$ cat src/rtl/stdp_epoch_ctrl_pkg.sv
// Shared types and defaults for the STDP epoch controller.
// Holds the FSM state encoding and default vector/counter widths.
package stdp_epoch_ctrl_pkg;

  localparam int N_IN_DEF  = 8;
  localparam int CNT_W_DEF = 8;

  typedef enum logic [1:0] {
    ST_IDLE,
    ST_PRESENT,
    ST_REST,
    ST_FINISH
  } state_t;

endpackage

$ cat src/rtl/stdp_epoch_ctrl_sat_counter.sv
// Saturating up-counter with synchronous clear.
// Used to count neuron spikes during a run.
module sat_counter #(
  parameter int W = 8
) (
  input  logic         clk,
  input  logic         reset,
  input  logic         i_clr,
  input  logic         i_inc,
  output logic [W-1:0] o_cnt
);

  logic [W-1:0] r_cnt;

  always_ff @(posedge clk or posedge reset) begin
    if (reset)
      r_cnt <= '0;
    else if (i_clr)
      r_cnt <= '0;
    else if (i_inc && (r_cnt != '1))
      r_cnt <= r_cnt + W'(1);
  end

  assign o_cnt = r_cnt;

endmodule

$ cat src/rtl/stdp_epoch_ctrl.sv
// Epoch sequencer: presents a spike pattern to a neuron, lets it
// leak during rest, repeats for n epochs and counts output spikes.
module stdp_epoch_ctrl
  import stdp_epoch_ctrl_pkg::*;
#(
  parameter int N_IN  = N_IN_DEF,
  parameter int CNT_W = CNT_W_DEF
) (
  input  logic             clk,
  input  logic             reset,
  input  logic             start,
  input  logic             stop,
  input  logic [N_IN-1:0]  pattern,
  input  logic [CNT_W-1:0] present_len,
  input  logic [CNT_W-1:0] rest_len,
  input  logic [3:0]       n_epochs,
  input  logic             learn_en,
  input  logic             spike_in,
  output logic [N_IN-1:0]  spikes_out,
  output logic             learn,
  output logic             busy,
  output logic             done,
  output logic             aborted,
  output logic [CNT_W-1:0] spike_count
);

  state_t           r_state;
  logic [N_IN-1:0]  r_pattern;
  logic [CNT_W-1:0] r_plen;
  logic [CNT_W-1:0] r_rlen;
  logic             r_learn_en;
  logic [CNT_W-1:0] r_cnt;
  logic [3:0]       r_ep;
  logic             r_aborted;

  state_t           w_state_nx;
  logic [CNT_W-1:0] w_cnt_nx;
  logic [3:0]       w_ep_nx;
  logic             w_accept;
  logic             w_abort_nx;
  logic             w_inc;
  logic [CNT_W-1:0] w_plen_in;
  logic [3:0]       w_ep_in;

  // Zero lengths/epoch counts are promoted to one.
  assign w_plen_in = (present_len == '0) ? CNT_W'(1) : present_len;
  assign w_ep_in   = (n_epochs == 4'd0) ? 4'd1 : n_epochs;

  always_comb begin
    w_state_nx = r_state;
    w_cnt_nx   = r_cnt;
    w_ep_nx    = r_ep;
    w_accept   = 1'b0;
    w_abort_nx = 1'b0;
    unique case (r_state)
      ST_IDLE: begin
        if (start && !stop) begin
          w_accept   = 1'b1;
          w_state_nx = ST_PRESENT;
          w_cnt_nx   = w_plen_in - CNT_W'(1);
          w_ep_nx    = w_ep_in;
        end
      end
      ST_PRESENT: begin
        if (stop) begin
          w_state_nx = ST_IDLE;
          w_abort_nx = 1'b1;
        end else if (r_cnt != '0) begin
          w_cnt_nx = r_cnt - CNT_W'(1);
        end else if (r_rlen != '0) begin
          w_state_nx = ST_REST;
          w_cnt_nx   = r_rlen - CNT_W'(1);
        end else begin
          w_ep_nx    = r_ep - 4'd1;
          w_cnt_nx   = r_plen - CNT_W'(1);
          w_state_nx = (r_ep == 4'd1) ? ST_FINISH : ST_PRESENT;
        end
      end
      ST_REST: begin
        if (stop) begin
          w_state_nx = ST_IDLE;
          w_abort_nx = 1'b1;
        end else if (r_cnt != '0) begin
          w_cnt_nx = r_cnt - CNT_W'(1);
        end else begin
          w_ep_nx    = r_ep - 4'd1;
          w_cnt_nx   = r_plen - CNT_W'(1);
          w_state_nx = (r_ep == 4'd1) ? ST_FINISH : ST_PRESENT;
        end
      end
      ST_FINISH: begin
        w_state_nx = ST_IDLE;
        w_abort_nx = stop;
      end
    endcase
  end

  always_ff @(posedge clk or posedge reset) begin
    if (reset) begin
      r_state    <= ST_IDLE;
      r_pattern  <= '0;
      r_plen     <= '0;
      r_rlen     <= '0;
      r_learn_en <= 1'b0;
      r_cnt      <= '0;
      r_ep       <= '0;
      r_aborted  <= 1'b0;
    end else begin
      r_state   <= w_state_nx;
      r_cnt     <= w_cnt_nx;
      r_ep      <= w_ep_nx;
      r_aborted <= w_abort_nx;
      if (w_accept) begin
        r_pattern  <= pattern;
        r_plen     <= w_plen_in;
        r_rlen     <= rest_len;
        r_learn_en <= learn_en;
      end
    end
  end

  // A stopping cycle does not count, so the abort value is retained.
  assign w_inc = spike_in && !stop &&
                 ((r_state == ST_PRESENT) || (r_state == ST_REST));

  sat_counter #(
    .W (CNT_W)
  ) u_spk_cnt (
    .clk   (clk),
    .reset (reset),
    .i_clr (w_accept),
    .i_inc (w_inc),
    .o_cnt (spike_count)
  );

  assign spikes_out = (r_state == ST_PRESENT) ? r_pattern : '0;
  assign learn      = (r_state == ST_PRESENT) && r_learn_en;
  assign busy       = (r_state != ST_IDLE);
  assign done       = (r_state == ST_FINISH);
  assign aborted    = r_aborted;

endmodule

$ cat config.mk
export PLATFORM = sky130hd
export DESIGN_NAME = stdp_epoch_ctrl
export DESIGN_NICKNAME = d
export VERILOG_FILES = /design/src/rtl/stdp_epoch_ctrl_pkg.sv /design/src/rtl/stdp_epoch_ctrl_sat_counter.sv /design/src/rtl/stdp_epoch_ctrl.sv
export SDC_FILE = /design/constraint.sdc
export NUM_CORES = 1
export LEC_CHECK = 0
export ABC_AREA = 0
export CAP_MARGIN = 20
export CORE_MARGIN = 10
export CORE_UTILIZATION = 40
export DETAILED_ROUTE_END_ITERATION = 10
export SLEW_MARGIN = 5
export SYNTH_ARGS = -nofsm -noshare
export SYNTH_HDL_FRONTEND = slang
export SYNTH_SLANG_ARGS = --single-unit
$ cat constraint.sdc
create_clock -name clk -period 6.4 [get_ports clk]
set_input_delay 0.96 -clock clk [delete_from_list [all_inputs] [get_ports clk]]
set_output_delay 0.96 -clock clk [all_outputs]
set_load 0.02 [all_outputs]
* Yosys cells after proc, flatten, opt, wreduce, memory -nomap -nowiden
Cells that the tools add are included. Widths: inputs -> output; s select.
Cells by class: equal/unequal tests 13, div/mod/pow operators 0, $add $sub $neg 6, reductions and logical operators 19, bitwise logic cells 0, order comparisons 0, $mul 0, muxes and demuxes 31, shifts and indexed selects 0
Operators with widths (number):
- $mux 8 | 10
- $sub 8x1->8 const B | 4
- $mux 4 | 7
- $pmux 8 s3 | 1
- $reduce_bool 8->1 | 2
- $mux 2 | 7
- $ne 2x2->1 const B | 6
- $pmux 4 s3 | 1
- $add 8x1->8 const B | 1
- $logic_not 8->1 | 1
- $ne 8x8->1 const B | 1
- $pmux 2 s4 | 1
- $reduce_and 7->1 | 1
- $ne 3x3->1 const B | 2
- $logic_and 1x1->1 | 5
- $eq 2x2->1 const B | 2
- $eq 4x1->1 const B | 1
- $logic_not 4->1 | 1
- $reduce_and 4->1 | 1
- $reduce_bool 2->1 | 2
- $sub 4x1->4 const B | 1
- $mux 1 | 3
- $reduce_and 3->1 | 1
- $reduce_bool 3->1 | 1
- 6 further kinds | 6
Storage, ports and cells: latch bits 0, memories kept 0, word-level logic and storage cells 78, bits of input ports 34, flip-flop bits (word level) 48, memory bits (read-only) 0, bits in writable memories 0

* Longest topological paths before layout
depth after elaboration 6, gate-level depth with buffers 8

* Hierarchy
A second synthesis with hierarchy kept.
Second synthesis, totals: cells, all modules 350, area total of the unflattened synthesis 3133.0 um^2
Modules (own cells, without submodules):
- stdp_epoch_ctrl | area an instance 2628.8 um^2, times used 1, cells an instance 301
- sat_counter | area an instance 504.2 um^2, times used 1, cells an instance 49

* Worst setup path after synthesis
No wires, ideal clock.
path kind input port to flip-flop, from input present_len[3], to register r_cnt[4], path buffers 0, arrival 2.205 ns, cell stages on the path 7, data required time 6.316 ns, library setup time 0.084 ns, path slack 4.111 ns, cells stage by stage nor3_1 -> a31oi_1 -> ha_1 -> nor3b_1 -> xnor2_1 -> a21oi_1 -> a21boi_0
On the way: longest elaborated chain between the ends 5
RTL lines:
- from (decl) | line stdp_epoch_ctrl.sv:14 | input logic [CNT_W-1:0] present_len,
- $logic_not 8->1 | line stdp_epoch_ctrl.sv:46 | assign w_plen_in = (present_len == '0) ? CNT_W'(1) : present_len;
- $mux 8 (*) | line stdp_epoch_ctrl.sv:46
- $sub 8x1->8 (*) | line stdp_epoch_ctrl.sv:60 | w_cnt_nx = w_plen_in - CNT_W'(1);
- $mux 8 (*) | line stdp_epoch_ctrl.sv:57 | if (start && !stop) begin
- $pmux 8 s3 (*) | line stdp_epoch_ctrl.sv:55 | unique case (r_state)
- to (signal assigned) | line stdp_epoch_ctrl.sv:110 | r_cnt <= w_cnt_nx;
- to (decl) | line stdp_epoch_ctrl.sv:32 | logic [CNT_W-1:0] r_cnt;
Mark *: on every way between the ends. The rest lies on a longest branch, timed or not. The select of a mux whose other input is x is not followed. A chain may end at the register's enable or synchronous reset.

* Final worst setup path
from register r_state[1], to output spikes_out[0]
On the way: longest elaborated chain between the ends 2
RTL lines:
- from (decl) | line stdp_epoch_ctrl.sv:27 | state_t r_state;
- from (signal assigned) | line stdp_epoch_ctrl.sv:109 | r_state <= w_state_nx;
- $eq 2x1->1 | line stdp_epoch_ctrl.sv:136 | assign spikes_out = (r_state == ST_PRESENT) ? r_pattern : '0;
- $mux 8 | line stdp_epoch_ctrl.sv:136
- to (decl) | line stdp_epoch_ctrl.sv:19 | output logic [N_IN-1:0] spikes_out,
Every way passes these cells.

==> flow_metrics.py <==
metrics = {
    "sta": {
        "hold_viol_final": 0,
        "drv_slew": 0,
        "timing.final.ws_setup_ns": 3.18,
        "relSlewSlack": 0.543,
        "worstMarginPinSlew_ns": 0.686,
        "clock.fmax_ghz": 0.310,
        "fin_crit_ns": 3.22,
        "finalSetupViolations": 0,
        "tns_ns": 0,
        "rsz0062_at_grt": "false",
        "finClkSkew_ns": 0.00946,
        "period_share": 0.504,
    },
    "synth": {
        "syn_inst": 362,
        "ys_ff_latch": 48,
        "yosysTopAreaCellShare": 0.390,
        "yosysUniqueCellTypes": 58,
        "async_reset_ff_frac": 1.00,
        "ys_seq_area_frac": 0.390,
        "avgSynthCellArea_um2": 8.51,
        "synthTopCellsByArea": "dfrtp_1, nand2_1, ha_1",
        "netlist_area_um2": 3080,
        "yosysTopAreaCell": "dfrtp_1",
        "yosys_most_used_dff": "dfrtp_1",
        "syn_nets": 407,
        "yosysWarningCount": 0,
        "synth_edf_count": 0,
        "synth_most_common_cell": "nand2_1",
        "ys_top_cells_by_count": "nand2_1, dfrtp_1, nor2_1, inv_1",
    },
    "clock_network": {
        "cts_tree": "yes",
        "clkLatencyLatePin_ns": 0.31,
        "cts-root-buf": "clkbuf_8",
        "clock_path_buffers": 2,
        "path_clk_slew_ns": 0.10,
        "cts_buffers": 5,
        "hold_buffers": 0,
        "cts.sink_count": 48,
        "cts_max_level": 2,
        "cts_resized": 0,
        "cts_setup_buffers": 0,
    },
    "placement": {
        "pre_cts_slack_ns": 3.32,
        "portBuffers": 53,
        "place_hpwl_um": 6020,
        "gp_congestion": 0.834,
        "place_inst": 502,
    },
    "floorplan": {
        "core_area_um2": 7370,
        "boundaryPins": 54,
        "num_rows": 31,
        "die_area_um2": 11600,
        "die_w_um": 108,
        "start_util": 0.418,
        "fp.dieH_um": 108,
    },
    "worst_setup_path": {
        "crit_slowest_cell": "clkdlybuf4s50_1",
        "cp-end-kind": "primary output",
        "crit_buf_inv": 2,
        "crit_chain": "inv_1 > ha_1 > and2_1 > clkdlybuf4s50_1",
        "crit_path_start_kind": "flip-flop",
        "rr_startpoint": "r_state[0]$_DFFE_PP0P_",
        "path_delay_family": "buffers and inverters",
        "arrival_ns": 2.26,
        "crit_type": "flip-flop to primary output",
        "crit_path_max_incr_delay_ns": 0.63,
        "worstPathRequired_ns": 5.44,
        "ff2ff_path_depth": 7,
        "ff2ff_setup_slack_ns": 3.82,
        "crit-reg2reg-capture": "u_spk_cnt.o_cnt[5]$_DFFE_PP0P_",
        "cp_max_fo": 21,
    },
    "drt": {
        "finalWirelength_um": 8100,
        "dr.pass1.iters": 4,
        "route.detailed.drc": 0,
        "wl_per_cell_um": 15.9,
        "ant_nets": 0,
        "via_count": 2690,
        "drtIter0Drc": 124,
        "post_drt_via_cell_ratio": 5.26,
    },
    "worst_hold_path": {
        "hp-start": "r_pattern[7]$_DFFE_PP0P_",
        "hold_depth": 2,
        "min_path_type": "flip-flop to flip-flop",
        "min_to": "r_pattern[7]$_DFFE_PP0P_",
    },
    "global_routing": {
        "grt_max_degree": 49,
        "grt_pass1_vias": 2663,
        "antenna_found_initial": 0,
        "grt_usage": 0.141,
        "grt_overflow": 0,
        "grt_pass1_wl_um": 13500,
    },
    "flow_run": {
        "maxCapViolCount": 0,
    },
    "final_layout": {
        "regArea_um2": 1200,
        "diodes": 0,
        "drive_gt1_frac": 0.0728,
        "stdcell_count": 511,
        "nFillCells": 721,
        "nNetsFinal": 456,
        "area_growth_pct": 22.7,
        "final_core_util": 0.513,
        "multi_input_area_um2": 1730,
    },
    "power": {
        "p_leak_uw": 0.00164,
        "p_per_area_nw_per_um2": 404,
        "peakVddDrop_mv": 0.175,
    },
    "outcome": {
        "status": "completed",
    },
}
## kinds of logic after synthesis
family | after synthesis | synth area share
buffers and inverters | 32 | 0.0491
and+or+nand+nor | 182 | 0.285
DFF | 48 | 0.390
muxes | 5 | 0.0171
xor gates and xnor gates | 18 | 0.0512
AOI/OAI and AO/OA | 66 | 0.163
adders and majority gates | 11 | 0.0447
## registers in the layout, summed over array words and instances, names as in the netlist
signal,count
r_state,2
r_learn_en,1
r_pattern,8
r_rlen,8
r_ep,4
r_cnt,8
r_plen,8
u_spk_cnt.o_cnt,8
aborted,1
## power by group
part | internal (µW) | leakage (µW) | switching [µW] | total (µW)
clock | 88.1 | 0.0000445 | 109 | 197
sequential | 426 | 0.000600 | 132 | 558
combinational | 337 | 0.000991 | 434 | 771
## placed cells by master (no fill, tap or decap), drive strengths merged, types with 4 or more instances in the layout
cell type	n
nand2	88
clkdlybuf4s50	53
dfrtp	48
nor2	25
inv	19
nor3	18
o21ai	18
and2	12
a21oi	11
ha	11
xor2	10
xnor2	8
clkbuf	7
nand3	6
or3	6
a221oi	6
a31oi	5
or4	5
nand3b	4
a211oi	4
## area by class of cell
cell class | instances | area share
clock buffers | 7 | 0.0228
clock inverters | 1 | 0.00199
inverters | 19 | 0.0189
multi-input cells | 282 | 0.458
flip-flops and latches | 48 | 0.318
well taps | 99 | 0.0328
repair buffers | 55 | 0.148
## through the flow
stage | hold slack (ns) | instance area [µm²] | total power (µW)
2_1_floorplan | 0.437 | 3080 | 1100
3_3_place_gp | 0.448 | 3670 | 1320
3_5_place_dp | 0.454 | 3670 | 1330
4_1_cts | 0.477 | 3760 | 1530
5_1_grt | 0.515 | 3780 | 1660
6_report | 0.471 | 3780 | 1530
## worst max path at each step
stage	from	endpoint	slack (ns)	cells after the start
global route	r_state[1]$_DFFE_PP0P_	spikes_out[4]	3.00	4
CTS	r_state[1]$_DFFE_PP0P_	spikes_out[0]	3.15	4
detailed placement	present_len[3]	r_cnt[4]$_DFFE_PP0P_	3.32	8
global placement	present_len[3]	r_cnt[4]$_DFFE_PP0P_	3.45	8
finish	r_state[1]$_DFFE_PP0P_	spikes_out[0]	3.18	4
floorplan	present_len[3]	r_cnt[4]$_DFFE_PP0P_	4.11	7
## layer usage
layer	vias up	wire (µm)	share of wire	global-route usage
li1	1349	-	-	-
met1	1261	3700	0.46	0.180
met2	73	3710	0.46	0.221
met3	7	634	0.078	0.0539
met4	0	65	0.0080	0.0315
met5	-	0	0	0
## worst register-to-register path, delay by kind of cell, from the launching register on
| kind | cells | cell delay [ns] |
|---|---|---|
| AND/OR/NAND/NOR | 3 | 0.73 |
| flip-flops | 1 | 0.42 |
| AO/OA/AOI/OAI | 2 | 0.56 |
| adder cells (fa/ha/maj) | 1 | 0.71 |
| buffers and inverters | 1 | 0.08 |
Power figures use the tool's default switching activity.
